===== config.mk =====
export PLATFORM = sky130hd
export DESIGN_NAME = program_counter
export DESIGN_NICKNAME = d
export VERILOG_FILES = /design/src/rtl/fetch_pkg.sv /design/src/rtl/next_pc_calc.sv /design/src/rtl/program_counter.sv
export SDC_FILE = /design/constraint.sdc
export NUM_CORES = 1
export LEC_CHECK = 0
export ABC_AREA = 1
export CAP_MARGIN = 20
export CORE_MARGIN = 2
export CORE_UTILIZATION = 48
export CTS_CLUSTER_SIZE = 12
export DETAILED_ROUTE_END_ITERATION = 8
export PLACE_DENSITY = 0.81
export SLEW_MARGIN = 10
export SYNTH_ARGS = -nofsm -noshare
export SYNTH_HDL_FRONTEND = slang
export SYNTH_HIERARCHICAL = 1
export SYNTH_SLANG_ARGS = --single-unit

===== constraint.sdc =====
create_clock -name clk -period 2.3 [get_ports clk]
set_input_delay 0.23 -clock clk [delete_from_list [all_inputs] [get_ports clk]]
set_output_delay 0.23 -clock clk [all_outputs]
set_load 0.05 [all_outputs]

===== src/rtl/fetch_pkg.sv =====
// Shared types for the fetch-side pipeline: the program-counter FSM states
// and the default PC width.
package fetch_pkg;

    localparam int DEFAULT_PC_W = 8;

    typedef logic [DEFAULT_PC_W-1:0] pc_t;

    typedef enum logic [1:0] {
        IDLE   = 2'd0,
        RUN    = 2'd1,
        HALTED = 2'd2
    } pc_state_t;

endpackage : fetch_pkg


===== src/rtl/next_pc_calc.sv =====
// Combinational next-PC selection for the RUN state: halt, stall, absolute
// branch, relative branch, sequential increment, in that priority order.
module next_pc_calc
    import fetch_pkg::*;
#(
    parameter int PC_W = DEFAULT_PC_W
) (
    input  logic [PC_W-1:0] pc,
    input  logic            halt,
    input  logic            stall,
    input  logic            br_abs_en,
    input  logic [PC_W-1:0] br_abs_tgt,
    input  logic            br_rel_en,
    input  logic [PC_W-1:0] br_rel_off,
    output logic [PC_W-1:0] next_pc,
    output logic            advance
);

    // Adding the raw offset at PC width is exactly a signed add modulo 2^PC_W.
    logic [PC_W-1:0] rel_sum;
    logic [PC_W-1:0] inc_sum;

    assign rel_sum = pc + br_rel_off;
    assign inc_sum = pc + PC_W'(1);

    // NOTE: every output of an always_comb gets a default first so no path
    // leaves it unassigned and a latch cannot be inferred.
    always_comb begin
        next_pc = pc;
        advance = 1'b0;
        if (!halt && !stall) begin
            advance = 1'b1;
            if (br_abs_en) begin
                next_pc = br_abs_tgt;
            end else if (br_rel_en) begin
                next_pc = rel_sum;
            end else begin
                next_pc = inc_sum;
            end
        end
    end

endmodule : next_pc_calc


===== src/rtl/program_counter.sv =====
// Program-counter stage: run-control FSM, PC and program-end registers, and a
// saturating retired-instruction counter feeding the halt detector.
module program_counter
    import fetch_pkg::*;
#(
    parameter int              PC_W     = DEFAULT_PC_W,
    parameter int              CNT_W    = 16,
    parameter logic [PC_W-1:0] RESET_PC = '0
) (
    input  logic             clk,
    input  logic             reset,
    input  logic             start,
    input  logic [PC_W-1:0]  start_addr,
    input  logic [PC_W-1:0]  end_addr,
    input  logic             stall,
    input  logic             br_abs_en,
    input  logic [PC_W-1:0]  br_abs_tgt,
    input  logic             br_rel_en,
    input  logic [PC_W-1:0]  br_rel_off,
    input  logic             halt,
    output logic [PC_W-1:0]  PC_Curr,
    output logic [PC_W-1:0]  PC_End,
    output logic             running,
    output logic             done,
    output logic [CNT_W-1:0] instr_count
);

    pc_state_t       state;
    logic [PC_W-1:0] next_pc;
    logic            advance;

    next_pc_calc #(
        .PC_W (PC_W)
    ) u_next_pc_calc (
        .pc         (PC_Curr),
        .halt       (halt),
        .stall      (stall),
        .br_abs_en  (br_abs_en),
        .br_abs_tgt (br_abs_tgt),
        .br_rel_en  (br_rel_en),
        .br_rel_off (br_rel_off),
        .next_pc    (next_pc),
        .advance    (advance)
    );

    // NOTE: sequential state uses non-blocking assignments so every register
    // samples pre-edge values regardless of statement order.
    always_ff @(posedge clk or negedge reset) begin
        if (!reset) begin
            state       <= IDLE;
            PC_Curr     <= RESET_PC;
            PC_End      <= '0;
            running     <= 1'b0;
            done        <= 1'b0;
            instr_count <= '0;
        end else begin
            done <= 1'b0;
            case (state)
                IDLE, HALTED: begin
                    if (start) begin
                        state       <= RUN;
                        running     <= 1'b1;
                        PC_Curr     <= start_addr;
                        PC_End      <= end_addr;
                        instr_count <= '0;
                    end
                end
                RUN: begin
                    // Halt is acted on in the cycle it is seen, so the PC
                    // never moves past the halting instruction.
                    if (halt) begin
                        state   <= HALTED;
                        running <= 1'b0;
                        done    <= 1'b1;
                    end else if (advance) begin
                        PC_Curr <= next_pc;
                        if (!(&instr_count)) begin
                            instr_count <= instr_count + CNT_W'(1);
                        end
                    end
                end
                default: begin
                    state   <= IDLE;
                    running <= 1'b0;
                end
            endcase
        end
    end

endmodule : program_counter

# == After elaboration in Yosys (flattened, before gate mapping) ==
# Cells that the tools add are included.
# W data, S select, Z words.
# word_totals
input_bits,39
wordCells,49
out_inout_bits,34
regBits,36
# op_classes
n_reduce_logical,11
n_eq_ne,8
mux,21
addsub,3
# ops
cell,n
$mux W16,4
$mux W8,6
$pmux W16 S2,1
$add A16 B1 Y16 const B,1
$pmux W8 S2,1
$reduce_and A16 Y1,1
$ne A2 B2 Y1 const B,5
$reduce_and A5 Y1,2
$add A8 B1 Y8 const B,1
$add A8 B8 Y8,1
$mux W1,5
$mux W2,2
$pmux W2 S2,1
$reduce_and A2 Y1,2
$eq A2 B1 Y1 const B,1
$eq A2 B2 Y1 const B,1
$logic_not A1 Y1,2
$logic_not A2 Y1,1
$ne A2 B1 Y1 const B,1
$pmux W1 S2,1
$reduce_bool A2 Y1,1
$reduce_or A2 Y1,1
$logic_and A1 B1 Y1,1

# == Logic depth before layout (Yosys ltp) ==
# Gate-level depths: netlist (run 1).
# logic_depth
ltp_word,7
mapped_depth,16
depth_no_buf,16

# == By module ==
# Netlist (run 1), hierarchy kept.
# modules_own_cells
module,instances,area_per_inst_um2,seq_area_each_um2,cells_per_inst
program_counter,1,1903.1,900.9,242
next_pc_calc,1,610.6,0.0,117

# == Worst setup path before layout (run 1) ==
# Ideal clock, no wire load.
# synth_path
kind,reg-to-reg
start,register PC_Curr[0]
end,register PC_Curr[6]
synth_period_minus_slack_ps,2077
t_required_ps,2218
setup_ps,82
path_buffers,0
arrival_time_ps,1995
stages_incl_launch_ff,15
slack_ps,223
path_cell_list,dfrtp_1 > ha_1 > inv_1 > fa_1 > inv_1 > nand2_1 > nand2_1 > nand3b_2 > nand2_1 > nand2_1 > nand3_1 > nand2_1 > nand2_1 > nand2_1 > a31oi_1
# synth_between
elab_chain_cells,7
elab_cells_between_ends,8
cone_classes,add/sub (2); mux (6)
# synth_rtl
item,line,text
"start, declared",program_counter.sv:21,"output logic [PC_W-1:0] PC_Curr,"
"start signal, assigned",program_counter.sv:63,PC_Curr <= start_addr;
"start signal, assigned",program_counter.sv:76,PC_Curr <= next_pc;
$add A8 B1 Y8 or $add A8 B8 Y8 (tied branches),"next_pc_calc.sv:24, next_pc_calc.sv:23",
$mux W8 (*),next_pc_calc.sv:35,end else if (br_rel_en) begin
$mux W8 (*),next_pc_calc.sv:33,if (br_abs_en) begin
$mux W8 (*),next_pc_calc.sv:31,if (!halt && !stall) begin
net next_pc[6],program_counter.sv:29,logic [PC_W-1:0] next_pc;
$mux W8 (*),program_counter.sv:75,end else if (advance) begin
$mux W8 (*),program_counter.sv:71,if (halt) begin
$pmux W8 S2 (*),program_counter.sv:58,case (state)
# Mark *: on every way through the listed nets, which the timed path passes. The rest lies on a longest branch. The select of a mux whose other input is x is not followed.
# A chain may end at the register's enable or synchronous reset.

# == Worst setup path in the final report (run 1) ==
# layout_path
start,input br_rel_en
end,register PC_Curr[6]
# layout_between
elab_chain_cells,6
# layout_rtl
item,line,text
"start, declared",program_counter.sv:18,"input logic br_rel_en,"
$mux W8,next_pc_calc.sv:35,
$mux W8,next_pc_calc.sv:33,
$mux W8,next_pc_calc.sv:31,
net next_pc[6],program_counter.sv:29,
$mux W8,program_counter.sv:75,
$mux W8,program_counter.sv:71,
$pmux W8 S2,program_counter.sv:58,
# The timed path passes the listed nets, and every way through them passes these cells. The select of a mux whose other input is x is not followed.

==> out/results.ini, run 1 <==
[floorplan]
design.core.area_um2=5075
floorplan.io_pins=73
die_h_um=76.37
design.die.area_um2=5832
die_width_um=76.37
initial_core_util_pct=49.53
rows=26

[critical_path]
timing_worst_setup_path_type=in -> reg
rr_worst_depth=9
critPathLaunchType=input pin
setup.worst_path.end_class=flip-flop
path_max_fanout=3
worstPathArrival_ps=2130
critPathRequiredTime_ps=2510

[job]
cap_viol_max_count=0

[global_routing]
met2_usage_pct=37.17
via_count_of_the_first_global_routing_pass=2395
groute.layer.met1.usage_pct=25.59
groute.layer.met3.usage_pct=4.621
grt_first_pass_wirelength_mm=10.25
gr-total-overflow=0
busiest_layer=met2
antenna_violations_before_repair=0
grt_start_max_net_pins=37
grt_use_total_pct=21.00

[sta]
rsz0062_at_grt=false
slew_violations=0
finClkSkew_ps=7.412
setup_viol=0
worstMarginPinSlew_ps=808.4
timing.setup.tns_ps=0
finalCritPeriodShare_pct=83.32
timing.final.crit_period_ps=1916
final.hold.worst_slack_ps=20.51
maxClockFrequency_mhz=521.8
finalHoldViolations=0
slew_headroom_pct=46.11

[routing]
drt-vias-per-instance=4.877
post_route_drc=0
route.final.wire_length_mm=5.776
antenna_violating_nets_post_route=0
drtIter0Drc=116
total_via_count_after_detailed_routing=2458
detail_route.wl_per_cell_um=11.46
detailedRoute.firstPassIterationCount=4

[place]
port_buffers=72
gp_congestion=0.8968
dpl.hpwl_mm=4.353

[clock_tree]
hold_buf_cts=0
worst_skew_pair.late_latency_ps=280
clock_tree_from_tritoncts=built
cts_num_sinks=36
cts_made_buffers=5
path_clk_slew_ps=70
clock_tree.root_cell=clkbuf_8
h-tree-depth=2
number_of_buffers_between_clock_root_and_the_deepest_sink=2
cts_setup_buffers=0
post_cts_resized=0

[cells_and_area]
antennaDiodeCount=0
layout_cells_sized_above_1_pct=10.14
fillerInstances=479
most_common_library_cell_in_the_layout_ignoring_fill_and_taps=nand2_1
area_growth_syn_to_layout_pct=33.95
nets=481
final_cell_mix=121 x nand2_1, 71 x clkdlybuf4s50_1, 42 x nor2_1, 38 x inv_1, 36 x dfrtp_1

[synth]
postSynthRegisterBits=36
ys_seq_area_share_pct=35.84
syn_nets=407
post_synth_instance_area_um2=2514
synth_edf_count=0
yosysWarningCount=6
synth_cell_type_count=33
syn-mean-instance-area_um2=7.002
synth_top_flop_cell=dfrtp_1
synth_cells=359
async_reset_ff_share_pct=100.0

[power]
standby_leakage_power_nw=1.606
power_per_cell_area_nw_per_um2=928.8
irDropWorstVdd_uv=530.4

[worst_hold_path]
hp-class=in -> async

[run_status]
status=finished, final reports clean

## through the flow
step	cells	cell area (um^2)	utilization, %	power (mW)	setup slack (ps)
floorplan	359	2514	-	2.197	222.9
global placement	496	3279	64.62	2.655	111.0
detailed placement	496	3279	64.62	2.699	66.80
CTS	504	3367	66.35	3.157	382.4
global route	504	3367	66.35	3.362	148.6
finish	504	3367	66.35	3.127	383.5
## critical path: stages
cell and delay (ps):
clkdlybuf4s50_1 440, nand2_1 80, ha_1 150, inv_1 50, fa_1 350, inv_1 70
nand2_1 60, nand2_1 120, nand3b_2 100, nand2_1 70, nand2_1 40, nand3_1 60
nand2_1 50, nand2_1 50, nand2_1 50, a31oi_1 160
## kinds of logic after synthesis
| logic type | synth area share (%) |
|---|---|
| simple gates | 35.29 |
| flops | 35.84 |
| fa+ha+maj | 4.779 |
| mux | 3.584 |
| buf+inv | 8.809 |
| compound gates | 11.70 |
## synthesized netlist by cell type (all sizes together), types with 2 or more instances
| library cell | count | area share, % |
|---|---|---|
| inv | 42 | 6.3 |
| buf | 7 | 2.2 |
| nand3 | 28 | 5.8 |
| a31oi | 10 | 2.5 |
| ha | 8 | 4.0 |
| or2 | 4 | 1.2 |
| nand3b | 2 | 0.75 |
| mux2 | 8 | 3.6 |
| nor2 | 47 | 8.1 |
| nand2 | 124 | 19 |
| a21oi | 11 | 2.6 |
| dfrtp | 36 | 36 |
| o21ai | 27 | 6.3 |
## layout make-up
type	instances	area, um^2	share of cell area, %
Timing Repair Buffer	75	738.2	21.92
Multi-Input combinational cell	272	1391	41.32
Tap cell	70	87.58	2.601
Clock buffer	5	68.82	2.044
Inverter	43	161.4	4.794
Sequential cell	36	900.9	26.76
Clock inverter	3	18.77	0.5574
## worst paths after layout
path | start | end | slack, ps
worst max-delay path | br_rel_en | PC_Curr[6] | 380
worst min-delay path | reset | instr_count[3] | 20
worst max register to register | state[1] | instr_count[12] | 420
worst min register to register | running | running | 470
max in group asynchronous | reset | instr_count[6] | 1750
min in group clk | running | running | 470
## power by group
| part | leakage (nW) | internal (mW) | switching, mW | total, mW |
|---|---|---|---|---|
| clock network | 0.0479 | 0.211 | 0.231 | 0.442 |
| logic | 1.10 | 0.649 | 1.12 | 1.77 |
| registers | 0.454 | 0.775 | 0.143 | 0.917 |
## flip-flops by register name, indices dropped and copies added, names as in the netlist
signal       cells
PC_Curr          8
PC_End           8
done             1
instr_count     16
running          1
state            2
## metal layers
| layer | up-vias | routed length [um] |
|---|---|---|
| li1 | 1289 | - |
| met3 | 8 | 243 |
| met5 | - | 0 |
| met1 | 1108 | 2621 |
| met2 | 53 | 2837 |
| met4 | 0 | 74 |
Note: power is estimated with default switching activity, not from simulation.
==> inputs of run 2 (changes only) <==
Clock period 2.3 ns to 1.9 ns, I/O delays scaled along.
==> run 2 against run 1 <==
Register-to-register slack worse by 340 ps. Sequential power rose by 23%. Die area stayed put. First-iteration DRC count fell by 27%. Utilization rose by 4.0 points. Critical path depth down 3. Final cell count increased by 2.2%. Largest power group unchanged.
==> out/results.ini, run 2 (synthesized netlist as in run 1, its figures left out) <==
[sta]
finalHoldViolations=0
timing.final.crit_period_ps=1817
worstMarginPinSlew_ps=503.9
finalCritPeriodShare_pct=95.65
maxClockFrequency_mhz=550.3
final.hold.worst_slack_ps=387.2
setup_viol=0
slew_violations=0
finClkSkew_ps=3.973
slew_headroom_pct=66.30
rsz0062_at_grt=true

[run_status]
status=finished, final reports clean

[clock_tree]
clock_tree.root_cell=clkbuf_8
cts_made_buffers=5
worst_skew_pair.late_latency_ps=290
h-tree-depth=2
clock_tree_from_tritoncts=built
cts_num_sinks=36
path_clk_slew_ps=80
number_of_buffers_between_clock_root_and_the_deepest_sink=2

[routing]
antenna_violating_nets_post_route=0
drt-vias-per-instance=4.899
route.final.wire_length_mm=6.007
detail_route.wl_per_cell_um=11.66
post_route_drc=0
drtIter0Drc=85
detailedRoute.firstPassIterationCount=4
total_via_count_after_detailed_routing=2523

[critical_path]
cpMaxStageDelayCell=dfrtp_2
setup.worst_path.end_class=flip-flop
critical_path.reg2reg.startpoint=PC_Curr[0]
crit_top_cell=nand2_2
r2r_end=PC_Curr[4]
crit_path_max_incr_delay_ps=390
timing.critical_path.depth=13
critical_path.top_delay_family=adder cells
path_max_fanout=2
timing_worst_setup_path_type=reg -> reg
path_buf_inv=3
critPathLaunchType=flip-flop
rrSetupSlack_ps=80
worst_path_cell_chain=ha_4 -> inv_2 -> fa_2 -> inv_2 -> nand2_2 -> nand2_2 -> buf_6 -> nand2_2 -> nand2_1 -> nand3_1 -> a31oi_1 -> nand2_1 -> a31oi_1
critPathRequiredTime_ps=2110
worstPathArrival_ps=2030
rr_worst_depth=13

[place]
dpl_cell_area_um2=3359
dpl.hpwl_mm=4.605
port_buffers=72
gp_congestion=0.8692

[cells_and_area]
antennaDiodeCount=0
nets=492
area_growth_syn_to_layout_pct=42.06
most_common_library_cell_in_the_layout_ignoring_fill_and_taps=nand2_1
fillerInstances=430
largest_register=instr_count
final_cell_area_um2=3571
largest_reg_flops=16
reg.largest.list=instr_count x16, PC_Curr x8, PC_End x8
final_cell_mix=116 x nand2_1, 68 x clkdlybuf4s50_1, 42 x nor2_1, 35 x inv_1, 34 x dfrtp_1
layout_cells_sized_above_1_pct=15.51

[global_routing]
gr-total-overflow=0
grt_start_max_net_pins=22
grt_first_pass_wirelength_mm=10.32
antenna_violations_before_repair=0
via_count_of_the_first_global_routing_pass=2368
grt_use_total_pct=21.28

[floorplan]
die_width_um=76.37
floorplan.io_pins=73
rows=26
design.core.area_um2=5075
initial_core_util_pct=49.53
die_h_um=76.37
design.die.area_um2=5832

[power]
irDropWorstVdd_uv=739.1
power_per_cell_area_nw_per_um2=1171
power_mw=4.183
standby_leakage_power_nw=1.692

[job]
cap_viol_max_count=0

[worst_hold_path]
hp-class=in -> async

[run 2: changes by cell type in the layout (fill, tap and decap cells not counted), moves of 3 or more]
cell             delta
ha_1                -4
ha_4                +4
inv_2               +3
nand2_1             -5
nand2_2             +5
inv_1               -3
dlymetal6s2s_1      +3
clkdlybuf4s50_1     -3
buf_4               +7
[run 2: worst max-delay path by stage]
stage	start	end	slack [ps]
floorplan	PC_Curr[0]	PC_Curr[6]	8
global placement	br_rel_off[0]	PC_Curr[6]	-260
detailed placement	br_rel_off[0]	PC_Curr[6]	-360
CTS	br_rel_en	PC_Curr[6]	8
global route	PC_Curr[0]	PC_Curr[4]	-30
finish	PC_Curr[0]	PC_Curr[4]	80
[run 2: cell type report]
class / count / area [um^2] / area share, %
clock buffers: 5 / 68.82 / 1.927
clock inverters: 3 / 42.54 / 1.191
inverters: 43 / 161.4 / 4.520
multi-input cells: 272 / 1456 / 40.79
flip-flops and latches: 36 / 903.4 / 25.30
well taps: 70 / 87.58 / 2.453
repair buffers: 86 / 850.8 / 23.83
[run 2: what timing repair did]
action,4_1_cts,5_1_grt
hold endpoints to repair,20,0
hold buffers,1,0
setup endpoints to repair,2,6
gates cloned,0,0
pin swaps,0,8
gates resized for setup,2,15
setup buffers,0,3
[run 2: power breakdown]
group	internal (mW)	switching [mW]	total [mW]	leakage [nW]
registers	0.942	0.183	1.13	0.453
clock network	0.388	0.290	0.679	0.0541
logic	0.961	1.42	2.38	1.19
[run 2: metal layers]
metal	share of wire, %	global-route usage (%)
met3	4.9	3.910
met1	43	25.36
met5	0	0
met4	0.88	4.909
met2	52	39.56
[run 2: per-stage QoR]
stage	setup TNS, ps	utilization (%)	instances	worst slack (ps)
4_1_cts	0	68.69	512	8.369
3_3_place_gp	-1226	66.20	503	-255.5
6_report	0	70.36	515	82.69
3_5_place_dp	-1668	66.20	503	-356.5
5_1_grt	-56.14	70.36	515	-26.48
2_1_floorplan	0	-	359	8.120
==> inputs of run 3 (changes only) <==
Settings changed: SKIP_LAST_GASP set to 1.
==> run 3 against run 2 <==
Maximum frequency down 2.8%. Final cell count is the same. Utilization hardly changed. Count of clock-buffer cells in the layout stayed put. Flip-flop and latch count did not move. Sequential share of layout area about the same. Clock power hardly changed. Critical path type is now reg -> out. Critical endpoint is now PC_Curr[0].
==> out/results.ini, run 3 (synthesized netlist as in run 1, its figures left out) <==
[power]
standby_leakage_power_nw=1.685
flop_pwr_share_pct=26.9
power_report.internal_total_mw=2.293
power.share.switching_pct=45.23
power.combinational.fraction_pct=56.9
power_per_cell_area_nw_per_um2=1173
share_clk_of_total_power_pct=16.2
irDropWorstVdd_uv=739.8
power.net_switching_mw=1.894

[run_status]
status=finished, final reports clean

[clock_tree]
h-tree-depth=2
number_of_buffers_between_clock_root_and_the_deepest_sink=2
clock_tree_from_tritoncts=built
cts_num_sinks=36
cts_made_buffers=5
worst_skew_pair.late_latency_ps=290
path_clk_slew_ps=80
clock_tree.root_cell=clkbuf_8

[cells_and_area]
final_cell_mix=116 x nand2_1, 69 x clkdlybuf4s50_1, 42 x nor2_1, 35 x inv_1, 34 x dfrtp_1
largest_register=instr_count
reg.largest.list=instr_count x16, PC_Curr x8, PC_End x8
most_common_library_cell_in_the_layout_ignoring_fill_and_taps=nand2_1
antennaDiodeCount=0
nets=492
layout_cells_sized_above_1_pct=15.51
largest_reg_flops=16
area_growth_syn_to_layout_pct=41.96
fillerInstances=431
fin_util_pct=70.32

[sta]
slew_violations=0
layout_setup_ws_ps=30.93
worstMarginPinSlew_ps=503.9
setup_viol=0
finalCritPeriodShare_pct=98.37
maxClockFrequency_mhz=535.0
slew_headroom_pct=66.30
finClkSkew_ps=4.153
timing.final.crit_period_ps=1869
rsz0062_at_grt=true
finalHoldViolations=0

[job]
cap_viol_max_count=0

[routing]
post_route_drc=0
met2_wirelength_mm=3.111
routed-wl-met3_um=261
wl_met1_mm=2.574
detailedRoute.firstPassIterationCount=4
antenna_violating_nets_post_route=0
detail_route.wl_per_cell_um=11.65
route.final.wire_length_mm=6.002
drt-vias-per-instance=4.917
route.top_layer_used=met4
total_via_count_after_detailed_routing=2532
drtIter0Drc=88

[critical_path]
setup.worst_path.end_class=primary output
worstPathArrival_ps=1680
cpMaxStageDelayCell=clkdlybuf4s50_1
crit_path_max_incr_delay_ps=780
timing_worst_setup_path_type=reg -> out
path_max_fanout=2
path_buf_inv=3
crit_top_cell=buf_4
critPathRequiredTime_ps=1710
worst_path_cell_chain=buf_4 -> buf_4 -> clkdlybuf4s50_1
critPathLaunchType=flip-flop
critical_path.top_delay_family=buffers and inverters

[place]
port_buffers=72
detailedPlace.worstSlack_ps=-356.5
gp_congestion=0.8692
dpl.hpwl_mm=4.605

[global_routing]
via_count_of_the_first_global_routing_pass=2368
grt_use_total_pct=21.28
grt_start_max_net_pins=22
gr-total-overflow=0
grt_first_pass_wirelength_mm=10.32
antenna_violations_before_repair=0

[floorplan]
design.die.area_um2=5832
rows=26
initial_core_util_pct=49.53
floorplan.io_pins=73
die_h_um=76.37
die_width_um=76.37
design.core.area_um2=5075

[worst_hold_path]
hp-class=in -> async

-- run 3: cell count changes in the layout (fill, tap and decap cells not counted), sizes merged --
cell	previous run	this run
dlymetal6s2s	3	2
clkdlybuf4s50	68	69
-- run 3: path summary, 6_finish.rpt --
kind | start | endpoint | slack [ps] | cells past startpoint
setup / recovery | PC_Curr[0] | PC_Curr[0] | 30 | 3
hold / removal | reset | instr_count[3] | 390 | 2
setup reg to reg | PC_Curr[0] | PC_Curr[4] | 80 | 13
hold reg to reg | running | running | 480 | 2
max in group asynchronous | reset | PC_End[1] | 920 | 3
min in group clk | start_addr[2] | PC_Curr[2] | 460 | 3
-- run 3: final cells by class --
cell class	instances	area [um^2]	share of cell area, %
repair buffers	86	848.3	23.77
clock buffers	5	68.82	1.928
multi-input cells	272	1456	40.81
inverters	43	161.4	4.523
well taps	70	87.58	2.454
flip-flops and latches	36	903.4	25.32
clock inverters	3	42.54	1.192
-- run 3: metrics by stage --
step                      TNS [ps]  hold WS (ps)  cell area [um^2]  cells  total power, mW
final                            0         388.0              3568    515            4.186
after global routing        -65.52         434.6              3568    515            4.450
after detailed placement     -1668         179.8              3359    503            3.362
after CTS                        0         400.6              3486    512            4.057
after floorplan                  0        -105.6              2529    359            2.674
after global placement       -1226         179.9              3359    503            3.310
-- run 3: metal layers --
metal,GRT usage [%],up-vias
li1,-,1316
met1,25.36,1151
met2,39.56,59
met3,3.910,6
met4,4.909,0
met5,0,-
-- run 3: timing repair --
| item | 4_1_cts | 5_1_grt |
|---|---|---|
| endpoints found under the setup margin | 2 | 6 |
| setup buffers | 0 | 3 |
| gates cloned | 0 | 0 |
| hold buffers | 1 | 0 |
| pin swaps | 0 | 8 |
| endpoints found under the hold margin | 20 | 0 |
| gates resized for setup | 2 | 14 |
-- run 3: worst register-to-register path, delay by kind of cell (launching register included) --
family / cells / cell delay, ps
fa+ha+maj: 2 / 490
buf+inv: 3 / 200
compound gates: 2 / 320
simple gates: 6 / 360
flops: 1 / 390
-- run 3: power by group through the flow --
stage	registers, mW	logic [mW]	clock network, mW
finish	1.12	2.38	0.678
CTS	1.11	2.25	0.693
global route	1.15	2.58	0.715
detailed placement	1.13	2.23	0
global placement	1.12	2.19	0
floorplan	1.68	0.995	0
